`config.mk`:
```
export PLATFORM = sky130hd
export DESIGN_NAME = uart_tx_engine_flat
export DESIGN_NICKNAME = d
export VERILOG_FILES = /design/src/rtl/uart_tx_engine_if.sv /design/src/rtl/uart_tx_engine.sv /design/src/flat_wrapper.sv
export SDC_FILE = /design/constraint.sdc
export NUM_CORES = 1
export LEC_CHECK = 0
export CAP_MARGIN = 40
export CORE_ASPECT_RATIO = 0.6
export CORE_MARGIN = 2
export CORE_UTILIZATION = 50
export CTS_CLUSTER_SIZE = 30
export DETAILED_ROUTE_END_ITERATION = 6
export PLACE_DENSITY_LB_ADDON = 0.08
export SETUP_SLACK_MARGIN = 0.4
export SYNTH_ARGS = -nofsm -noshare
export SYNTH_HDL_FRONTEND = slang
export SYNTH_SLANG_ARGS = --single-unit
```
`constraint.sdc`:
```
create_clock -name clk -period 2.04 [get_ports clk]
set_input_delay 0.408 -clock clk [delete_from_list [all_inputs] [get_ports clk]]
set_output_delay 0.408 -clock clk [all_outputs]
set_load 0.01 [all_outputs]
```
`src/rtl/uart_tx_engine_if.sv`:
```
// FIFO-side and line-side signals of the UART transmit engine.
// The master modport is the engine; the slave modport is the FIFO, enable and line side.
interface uart_tx_engine_if #(
  parameter int WIDTH = 8
);
  logic             tx_en;
  logic             fifo_empty;
  logic [WIDTH-1:0] fifo_data;
  logic             fifo_rd_en;
  logic             txd;
  logic             busy;
  logic             tx_done;

  modport master (
    input  tx_en,
    input  fifo_empty,
    input  fifo_data,
    output fifo_rd_en,
    output txd,
    output busy,
    output tx_done
  );

  modport slave (
    output tx_en,
    output fifo_empty,
    output fifo_data,
    input  fifo_rd_en,
    input  txd,
    input  busy,
    input  tx_done
  );
endinterface

```
`src/rtl/uart_tx_engine.sv`:
```
// UART transmit engine: pops one word per frame from the FIFO and shifts it out LSB-first
// as start bit, WIDTH data bits, optional parity bit and NSTOP stop bits.
module uart_tx_engine #(
  parameter int WIDTH      = 8,
  parameter int CLKDIV     = 868,
  parameter int PARITY_EN  = 0,
  parameter int PARITY_ODD = 0,
  parameter int NSTOP      = 1
) (
  input logic               clk,
  input logic               rst,
  uart_tx_engine_if.master  bus
);

  localparam int BAUD_W = $clog2(CLKDIV);
  localparam int BIT_W  = $clog2(WIDTH + 1);

  localparam logic [BAUD_W-1:0] BAUD_LAST = BAUD_W'(CLKDIV - 1);
  localparam logic [BIT_W-1:0]  DATA_LAST = BIT_W'(WIDTH - 1);
  localparam logic [BIT_W-1:0]  STOP_LAST = BIT_W'(NSTOP - 1);
  localparam logic              ODD_BIT   = (PARITY_ODD != 0);
  localparam logic              HAS_PAR   = (PARITY_EN != 0);

  typedef enum logic [2:0] {
    S_IDLE,
    S_FETCH,
    S_LOAD,
    S_START,
    S_DATA,
    S_PARITY,
    S_STOP
  } state_t;

  state_t             state_reg,  state_next;
  logic [BAUD_W-1:0]  baud_reg,   baud_next;
  logic [BIT_W-1:0]   bit_reg,    bit_next;
  logic [WIDTH-1:0]   shift_reg,  shift_next;
  logic               parity_reg, parity_next;
  logic               txd_reg,    txd_next;
  logic               rd_en_reg,  rd_en_next;
  logic               busy_reg,   busy_next;
  logic               done_reg,   done_next;

  logic               baud_wrap;

  assign baud_wrap = (baud_reg == BAUD_LAST);

  always_ff @(posedge clk) begin
    if (rst) begin
      state_reg  <= S_IDLE;
      baud_reg   <= '0;
      bit_reg    <= '0;
      shift_reg  <= '0;
      parity_reg <= 1'b0;
      txd_reg    <= 1'b1;
      rd_en_reg  <= 1'b0;
      busy_reg   <= 1'b0;
      done_reg   <= 1'b0;
    end else begin
      state_reg  <= state_next;
      baud_reg   <= baud_next;
      bit_reg    <= bit_next;
      shift_reg  <= shift_next;
      parity_reg <= parity_next;
      txd_reg    <= txd_next;
      rd_en_reg  <= rd_en_next;
      busy_reg   <= busy_next;
      done_reg   <= done_next;
    end
  end

  // All outputs are registered: each *_next value is what the line shows in the next state.
  always_comb begin
    state_next  = state_reg;
    baud_next   = baud_reg;
    bit_next    = bit_reg;
    shift_next  = shift_reg;
    parity_next = parity_reg;
    txd_next    = txd_reg;
    rd_en_next  = 1'b0;
    done_next   = 1'b0;

    case (state_reg)
      S_IDLE: begin
        txd_next = 1'b1;
        if (bus.tx_en && !bus.fifo_empty) begin
          state_next = S_FETCH;
          rd_en_next = 1'b1;
        end
      end

      S_FETCH: begin
        state_next = S_LOAD;
      end

      S_LOAD: begin
        shift_next  = bus.fifo_data;
        parity_next = (^bus.fifo_data) ^ ODD_BIT;
        bit_next    = '0;
        baud_next   = '0;
        txd_next    = 1'b0;
        state_next  = S_START;
      end

      S_START: begin
        baud_next = baud_wrap ? '0 : baud_reg + BAUD_W'(1);
        if (baud_wrap) begin
          state_next = S_DATA;
          bit_next   = '0;
          txd_next   = shift_reg[0];
          shift_next = shift_reg >> 1;
        end
      end

      S_DATA: begin
        baud_next = baud_wrap ? '0 : baud_reg + BAUD_W'(1);
        if (baud_wrap) begin
          if (bit_reg == DATA_LAST) begin
            bit_next = '0;
            if (HAS_PAR) begin
              state_next = S_PARITY;
              txd_next   = parity_reg;
            end else begin
              state_next = S_STOP;
              txd_next   = 1'b1;
            end
          end else begin
            bit_next   = bit_reg + BIT_W'(1);
            txd_next   = shift_reg[0];
            shift_next = shift_reg >> 1;
          end
        end
      end

      S_PARITY: begin
        baud_next = baud_wrap ? '0 : baud_reg + BAUD_W'(1);
        if (baud_wrap) begin
          state_next = S_STOP;
          bit_next   = '0;
          txd_next   = 1'b1;
        end
      end

      S_STOP: begin
        baud_next = baud_wrap ? '0 : baud_reg + BAUD_W'(1);
        txd_next  = 1'b1;
        if (baud_wrap) begin
          if (bit_reg == STOP_LAST) begin
            state_next = S_IDLE;
            bit_next   = '0;
            done_next  = 1'b1;
          end else begin
            bit_next = bit_reg + BIT_W'(1);
          end
        end
      end

      default: begin
        state_next = S_IDLE;
        txd_next   = 1'b1;
      end
    endcase

    busy_next = (state_next != S_IDLE);
  end

  assign bus.fifo_rd_en = rd_en_reg;
  assign bus.txd        = txd_reg;
  assign bus.busy       = busy_reg;
  assign bus.tx_done    = done_reg;

endmodule

```
`src/flat_wrapper.sv`:
```
// flat-port wrapper written by rule: the top's interface ports become plain ports
module uart_tx_engine_flat 
#(
  parameter int WIDTH      = 8,
  parameter int CLKDIV     = 868,
  parameter int PARITY_EN  = 0,
  parameter int PARITY_ODD = 0,
  parameter int NSTOP      = 1
)
  (clk, rst, bus_tx_en, bus_fifo_empty, bus_fifo_data, bus_fifo_rd_en, bus_txd, bus_busy, bus_tx_done);
  uart_tx_engine_if #(.WIDTH(WIDTH)) bus_i ();
  input logic clk;
  input logic rst;
  input wire logic [$bits(bus_i.tx_en)-1:0] bus_tx_en;
  input wire logic [$bits(bus_i.fifo_empty)-1:0] bus_fifo_empty;
  input wire logic [$bits(bus_i.fifo_data)-1:0] bus_fifo_data;
  output wire logic [$bits(bus_i.fifo_rd_en)-1:0] bus_fifo_rd_en;
  output wire logic [$bits(bus_i.txd)-1:0] bus_txd;
  output wire logic [$bits(bus_i.busy)-1:0] bus_busy;
  output wire logic [$bits(bus_i.tx_done)-1:0] bus_tx_done;
  assign bus_i.tx_en = bus_tx_en;
  assign bus_i.fifo_empty = bus_fifo_empty;
  assign bus_i.fifo_data = bus_fifo_data;
  assign bus_fifo_rd_en = bus_i.fifo_rd_en;
  assign bus_txd = bus_i.txd;
  assign bus_busy = bus_i.busy;
  assign bus_tx_done = bus_i.tx_done;
  uart_tx_engine #(.WIDTH(WIDTH), .CLKDIV(CLKDIV), .PARITY_EN(PARITY_EN), .PARITY_ODD(PARITY_ODD), .NSTOP(NSTOP)) u_core (.clk(clk), .rst(rst), .bus(bus_i));
endmodule
```
==> Word-level counts from Yosys, hierarchy flattened <==
Cells that the tools add are included.
{ "op_classes": {"bitwise_logic": 4, "n_mux": 27, "eq_ne": 14, "reduce_logical": 15, "addsub": 2} }
{ "op_table": {"columns": ["op", "count"], "rows": [
  ["$mux W8", 3],
  ["$pmux W8 S3", 1],
  ["$mux W3", 7],
  ["$pmux W3 S7", 1],
  ["$mux W4", 5],
  ["$pmux W10 S2", 1],
  ["$pmux W4 S4", 1],
  ["$reduce_and A4 Y1", 3],
  ["$add A10 B1 Y10 const B", 1],
  ["$eq A10 B10 Y1 const B", 1],
  ["$mux W10", 1],
  ["$ne A2 B1 Y1 const B", 5],
  ["$eq A3 B3 Y1 const B", 3],
  ["$eq A3 B2 Y1 const B", 2],
  ["$mux W1", 6],
  ["$reduce_bool A3 Y1", 2],
  ["$pmux W1 S5", 1],
  ["$add A4 B1 Y4 const B", 1],
  ["$eq A4 B3 Y1 const B", 1],
  ["$logic_not A4 Y1", 1],
  ["$not A1 Y1", 4],
  ["$reduce_bool A4 Y1", 1],
  ["$reduce_or A2 Y1", 2],
  ["$reduce_or A4 Y1", 1],
  ["7 further kinds", 7]
]} }
{ "word_totals": {"register_bits": 29, "output_inout_bits": 4, "input_bits": 12, "word_cells": 70} }

==> Logic depth before layout (Yosys ltp) <==
Gate-level depths: netlist of the first run.
{ "depth": {"word_depth": 5, "mapped_depth": 7, "ltp_nobuf": 7} }

==> Worst setup path after synthesis of the first run <==
Ideal clock, no wire load.
{ "synth_timing": {"kind": "flip-flop to flip-flop", "startpoint": "register u_core.baud_reg[0]", "endpoint": "register u_core.bit_reg[3]", "stages_incl_launch_ff": 7, "setup_time_ns": 0.070, "t_arrival_ns": 1.876, "t_required_ns": 1.970, "path_slack_ns": 0.094, "cell_sequence": "dfxtp_1 > ha_1 > nand4b_1 > o41ai_4 > o211ai_4 > or4_1 > a21oi_1"} }
{ "synth_between": {"elab_chain_len": 3} }
{ "synth_lines": {"columns": ["element", "line", "source"], "rows": [
  ["from (decl)", "uart_tx_engine.sv:35", "logic [BAUD_W-1:0] baud_reg, baud_next;"],
  ["from (signal assigned)", "uart_tx_engine.sv:61", "baud_reg <= baud_next;"],
  ["$eq A10 B10 Y1 (*)", "uart_tx_engine.sv:46", "assign baud_wrap = (baud_reg == BAUD_LAST);"],
  ["$ne A2 B1 Y1 (no line)", null, null],
  ["$reduce_and A4 Y1 (no line) (*)", null, null],
  ["to (signal assigned)", "uart_tx_engine.sv:62", "bit_reg <= bit_next;"],
  ["to (decl)", "uart_tx_engine.sv:36", "logic [BIT_W-1:0] bit_reg, bit_next;"]
]} }
Mark *: on every way between the ends. The rest lies on a longest branch, timed or not.
A chain may end at the register's enable or synchronous reset.

==> Final worst setup path of the first run <==
{ "layout_timing": {"startpoint": "register u_core.baud_reg[3]", "endpoint": "register u_core.bit_reg[3]"} }
The elaborated chain is that of the path after synthesis.

==> metrics.yaml, run 1 <==
status: "completed"
max-clock-path-buffers: 2
required_ps: 2260
hold_buffers: 0
min_from: "u_core.bit_reg[0]$_SDFFE_PP0P_"
hold_class: "register to register"
syn_area_mm2: 0.001559
synth-seq-area-share_pct: 37.24
setup_violations: 0
firstDrtPassIters: 4
h-tree-depth: 2
grt_max_degree: 28
rr_worst_depth: 5
hold_viol: 0
ys_warn_count: 0
fillers: 228
clockPowerShare_pct: 38.7
r2r_setup_slack_ps: 140
cts_buffers: 5
cts.clk_slew.worst_paths_ps: 60
drt_wl_total_um: 4210
setup_tns_ps: 0
num_rows: 15
cp.arrival_ps: 2120
cap_violations: 0
finalCriticalPeriod_ps: 1897
hold_path_depth: 2
r2r_start: "u_core.baud_reg[3]$_SDFFE_PP0P_"
cts_tree: "done"
drc: 0
viasPerCell: 5.846
relSlewSlack_pct: 68.76
syn-num-nets: 194
syn_to_final_growth_pct: 37.00
port_buffers: 15
core_mm2: 0.002928
r2r_end: "u_core.bit_reg[3]$_SDFFE_PP0P_"
fin_hold_ws_ps: 509.0
dpl.hpwl_um: 2506
p_leak_nw: 0.7741
wl_met2_um: 1864
synth_edf_count: 0
dieArea_mm2: 0.003595
route.met3.wl_um: 250
start_kind: "register"
netSwitchingFraction_pct: 26.18
insertion_delay_ps: 280
synth_ff_type: "dfxtp_1"
power_density_mw_per_mm2: 635.9
cp-end-kind: "register"
ys_seq_elements: 29
fin_nets: 225
post-route-period-util_pct: 93.01
crit_type: "register to register"
wl_per_cell_um: 16.64
fmax_mhz: 527.0
switchingPower_w: 0.0003556
placedCellCount: 235
p_int_w: 0.001003
grt_usage_pct: 23.37
clock_sinks: 29
wl_met1_um: 2027
pwr-share-seq_pct: 44.7
postRouteAntennaNets: 0
grt_overflow: 0
hold_path_end: "u_core.bit_reg[0]$_SDFFE_PP0P_"
rsz0062_at_grt: "yes"
crit_chain: "or3_4 -> o41ai_4 -> o211ai_4 -> or4_1 -> a21oi_1"
combinationalPowerShare_pct: 16.7
cp_slowest_cell: "or3_4"
io_pins: 16
drive_gt1_share_pct: 29.38
largest_register_ffs: 10
die-width_um: 76.09
ys_types: 51
p_total_w: 0.001358
max_stage_delay_ps: 430
grt_pass1_vias: 1341
postSynthCellCount: 179
drt_iter0_markers: 131
gp_congestion: 0.7467
postSynth.asyncResetShare_pct: 0
cts-root-buf: "clkbuf_8"
cp_max_fo: 6
grt_pass1_wl_um: 6279
slew_viol_final: 0
vdd_drop_max_mv: 0.3752
critPathTopFamily: "simple AND/OR/NAND/NOR gates"
path_buf_inv: 0
syn_area_per_cell_um2: 8.709
num_vias: 1479
antennaDiodeCount: 0
max_slew.worst_pin.slew_ps: 466.2
die_h_um: 47.25
initial_core_util_pct: 53.25
dr.max_layer_used: "met4"
fin_skew_ps: 1.183
layoutNonFillerInstCount: 253
antenna_found_initial: 0
[synthesized netlist by cell type (all sizes together), types with 2 or more instances]
master,count,area [um2]
and3,3,18.77
or3,4,30.03
o21ai,6,30.03
nor3,8,45.04
ha,3,37.54
buf,5,36.28
dfxtp,29,580.6
nor2,20,75.07
a21oi,16,87.59
inv,8,30.03
o22a,2,17.52
nand2,10,37.54
or2,2,12.51
clkbuf,4,15.01
nor3b,2,15.01
nor2b,5,31.28
nand3,5,25.02
a211oi,7,52.55
mux2i,8,80.08
o211ai,2,28.78
a311oi,5,43.79
o311a,2,20.02
[logic make-up after synthesis]
group,count (synthesis),share of synthesized area [%]
adders and majority gates,3,2.408
buffers and inverters,17,5.216
DFF,29,37.24
xor gates and xnor gates,1,0.5619
and+or+nand+nor,69,23.84
muxes,9,5.859
AOI/OAI and AO/OA,51,24.88
[placed cells by master, fill, tap and decap left out, types with 3 or more instances in the layout]
cell type,synthesis,routed
a211oi_2,0,7
a21oi_1,14,13
a311oi_1,5,5
and3_1,3,3
buf_4,0,9
buf_6,2,6
clkbuf_8,0,7
clkdlybuf4s50_1,0,15
dfxtp_1,29,21
dfxtp_2,0,4
dfxtp_4,0,4
inv_1,8,8
mux2i_1,8,8
nand2_1,10,10
nand3_1,5,5
nor2_1,20,17
nor2b_1,5,4
nor3_1,7,7
o21ai_0,6,5
[repair_timing]
action	CTS	global route
gates cloned	0	1
buffers inserted	7	2
pin swaps	4	11
resized for setup	14	16
endpoints found under the setup margin	27	27
endpoints found under the hold margin	0	0
[metal layers]
layer / up-vias / global-route usage, %
met5: - / 0
met4: 0 / 11.64
met3: 7 / 7.115
met2: 47 / 38.75
met1: 699 / 29.07
li1: 726 / -
[power by group through the flow]
stage,clock (W),sequential [W],combinational [W]
finish,0.000525,0.000606,0.000226
global route,0.000562,0.000609,0.000242
CTS,0.000534,0.000606,0.000213
detailed placement,0,0.000616,0.000191
global placement,0,0.000615,0.000188
floorplan,0,0.000614,0.000121
[cell type report]
type	count	area [um2]	area share (%)
clock buffer	7	96.34	4.511
clock inverter	1	5.005	0.2343
tap	42	52.55	2.460
inverter	8	30.03	1.406
sequential	29	600.6	28.12
timing repair buffer	33	350.3	16.40
multi-input combinational	133	1001	46.87
[through the flow]
step | utilization, % | area, um2 | setup WS [ps]
4_1_cts | 69.74 | 2042 | 188.6
3_3_place_gp | 62.86 | 1841 | 192.0
6_report | 72.95 | 2136 | 142.6
3_5_place_dp | 62.86 | 1841 | 104.6
5_1_grt | 72.95 | 2136 | 55.51
2_1_floorplan | - | 1613 | 248.4
[worst max path at each step]
stage / startpoint / cells after the start / end
after detailed placement: u_core.baud_reg[1]$_SDFFE_PP0P_ / 6 / u_core.bit_reg[3]$_SDFFE_PP0P_
after floorplan: u_core.baud_reg[7]$_SDFFE_PP0P_ / 5 / u_core.bit_reg[3]$_SDFFE_PP0P_
final: u_core.baud_reg[3]$_SDFFE_PP0P_ / 5 / u_core.bit_reg[3]$_SDFFE_PP0P_
after CTS: u_core.baud_reg[0]$_SDFFE_PP0P_ / 7 / u_core.bit_reg[3]$_SDFFE_PP0P_
after global routing: u_core.baud_reg[3]$_SDFFE_PP0P_ / 6 / u_core.bus.txd$_SDFFE_PP1P_
after global placement: u_core.baud_reg[7]$_SDFFE_PP0P_ / 5 / u_core.bit_reg[3]$_SDFFE_PP0P_
[worst register-to-register path, stage by stage (launching register included)]
cell      delay (ps)
dfxtp_2          340
or3_4            430
o41ai_4          350
o211ai_4         150
or4_1            420
a21oi_1          140
No activity file was read; power rests on OpenSTA's default activity.
==> run 2: changes to the inputs <==
Settings changed: CTS_CLUSTER_DIAMETER set to 80.
==> results of run 2 <==
The final DEF is identical to that of run 1; final timing and power are the same.
==> run 3: changes to the inputs <==
Settings changed: PLACE_DENSITY set to 0.81, PLACE_DENSITY_LB_ADDON 0.08 to unset.
==> run 3 against run 2 <==
  * Clock skew grew 9.1 ps
  * Clock power increased by 4.0%
  * Largest cell class unchanged
  * Global-route usage rose by 4.1 points
  * Via count grew 13%
  * Die area is the same
  * Largest power group unchanged
  * Critical path type unchanged
==> metrics.yaml, run 3 (same netlist as run 1, synthesis figures left out) <==
clock_sinks: 29
required_ps: 2230
cp_max_fo: 6
firstDrtPassIters: 6
dpl_cell_area_mm2: 0.001831
cp-end-kind: "register"
syn_to_final_growth_pct: 41.65
fmax_mhz: 502.2
largest_register_ffs: 10
die-width_um: 76.09
relSlewSlack_pct: 66.06
finalCriticalPeriod_ps: 1991
rsz0062_at_grt: "yes"
critPathTopFamily: "simple AND/OR/NAND/NOR gates"
p_total_w: 0.001378
viasPerCell: 6.423
gp_congestion: 0.8489
cp.arrival_ps: 2180
drt_iter0_markers: 190
hold_class: "register to register"
fillers: 192
status: "completed"
hold_viol: 0
design_area_mm2: 0.002208
layout_common_cells: "dfxtp_1, nor2_1, buf_4, clkdlybuf4s50_1, a21oi_1"
grt_pass1_wl_um: 7389
dieArea_mm2: 0.003595
fin_skew_ps: 10.33
fin_nets: 232
die_h_um: 47.25
crit_type: "register to register"
max_stage_delay_ps: 390
layoutNonFillerInstCount: 260
drt_wl_total_um: 5210
cts_buffers: 5
crit_chain: "or3_4 -> o41ai_4 -> o211ai_4 -> or3_1 -> a21oi_1"
num_vias: 1670
initial_core_util_pct: 53.25
setup_violations: 0
start_kind: "register"
p_leak_nw: 0.8022
hold_buffers: 0
io_pins: 16
slew_viol_final: 0
post-route-period-util_pct: 97.60
power_density_mw_per_mm2: 623.9
grt_pass1_vias: 1510
postRouteAntennaNets: 0
wl_per_cell_um: 20.04
cp_slowest_cell: "or3_4"
antenna_found_initial: 0
grt_overflow: 0
drive_gt1_share_pct: 34.86
cts_tree: "done"
path_buf_inv: 0
max_slew.worst_pin.slew_ps: 507.5
core_mm2: 0.002928
max-clock-path-buffers: 2
grt_usage_pct: 27.48
dpl.hpwl_um: 2644
grt_max_degree: 13
port_buffers: 15
cap_violations: 0
final_common_cell: "dfxtp_1"
setup_tns_ps: 0
drc: 0
vdd_drop_max_mv: 0.3551
placedCellCount: 237
cts.clk_slew.worst_paths_ps: 70
num_rows: 15
antennaDiodeCount: 0
insertion_delay_ps: 290
h-tree-depth: 2
cts-root-buf: "clkbuf_8"
==> run 3: cell count changes in the layout (fill, tap and decap cells not counted), moves of 2 or more <==
cell     delta
dfxtp_2     +3
dfxtp_4     -3
or2_4       +2
a21oi_2     +3
or2_2       -2
nand2_2     +3
o21ai_0     -2
buf_4       +7
a21oi_1     -2
nand2_1     -3
==> run 3: repair_timing <==
| action | 4_1_cts | 5_1_grt |
|---|---|---|
| pin swaps | 13 | 13 |
| setup buffers | 9 | 4 |
| gates resized for setup | 21 | 19 |
| gates cloned | 1 | 1 |
| endpoints found under the setup margin | 28 | 28 |
==> run 3: metal layers <==
metal | GRT usage (%) | share of wire [%] | up-vias
met5 | 0 | 0 | -
li1 | - | - | 741
met3 | 7.115 | 8.5 | 35
met1 | 32.40 | 41 | 773
met4 | 13.82 | 4.8 | 0
met2 | 49.46 | 46 | 121
==> run 3: area by class of cell <==
cell class / count / area (um2) / area share (%)
clock inverters: 1 / 5.005 / 0.2266
clock buffers: 7 / 96.34 / 4.363
multi-input cells: 134 / 1042 / 47.20
well taps: 42 / 52.55 / 2.380
inverters: 8 / 30.03 / 1.360
repair buffers: 39 / 389.1 / 17.62
flip-flops and latches: 29 / 593.1 / 26.86
==> run 3: tightest hold or removal path, cell delays in order, from the launching register on <==
cell,delay [ps]
dfxtp_1,330
nor2_1,50
mux2i_1,100
==> run 3: worst paths after layout <==
kind | start | endpoint | slack, ps | cells after the start
max | u_core.baud_reg[7]$_SDFFE_PP0P_ | u_core.bit_reg[0]$_SDFFE_PP0P_ | 50 | 5
min | u_core.bus.txd$_SDFFE_PP1P_ | u_core.bus.txd$_SDFFE_PP1P_ | 530 | 2
max reg2reg | u_core.baud_reg[7]$_SDFFE_PP0P_ | u_core.bit_reg[0]$_SDFFE_PP0P_ | 50 | 5
min reg2reg | u_core.bus.txd$_SDFFE_PP1P_ | u_core.bus.txd$_SDFFE_PP1P_ | 530 | 2
==> run 3: power by group <==
part           switching (W)  internal, W  total [W]
clock               0.000241     0.000305   0.000546
sequential         0.0000168     0.000587   0.000604
combinational       0.000120     0.000109   0.000228
==> run 3: metrics by stage <==
step,hold slack (ps),worst slack [ps],utilization (%)
after floorplan,451.0,248.4,-
after global placement,468.3,144.2,62.52
after detailed placement,483.8,16.64,62.52
after CTS,496.2,216.2,71.75
after global routing,538.8,20.57,75.43
final,530.3,48.86,75.43
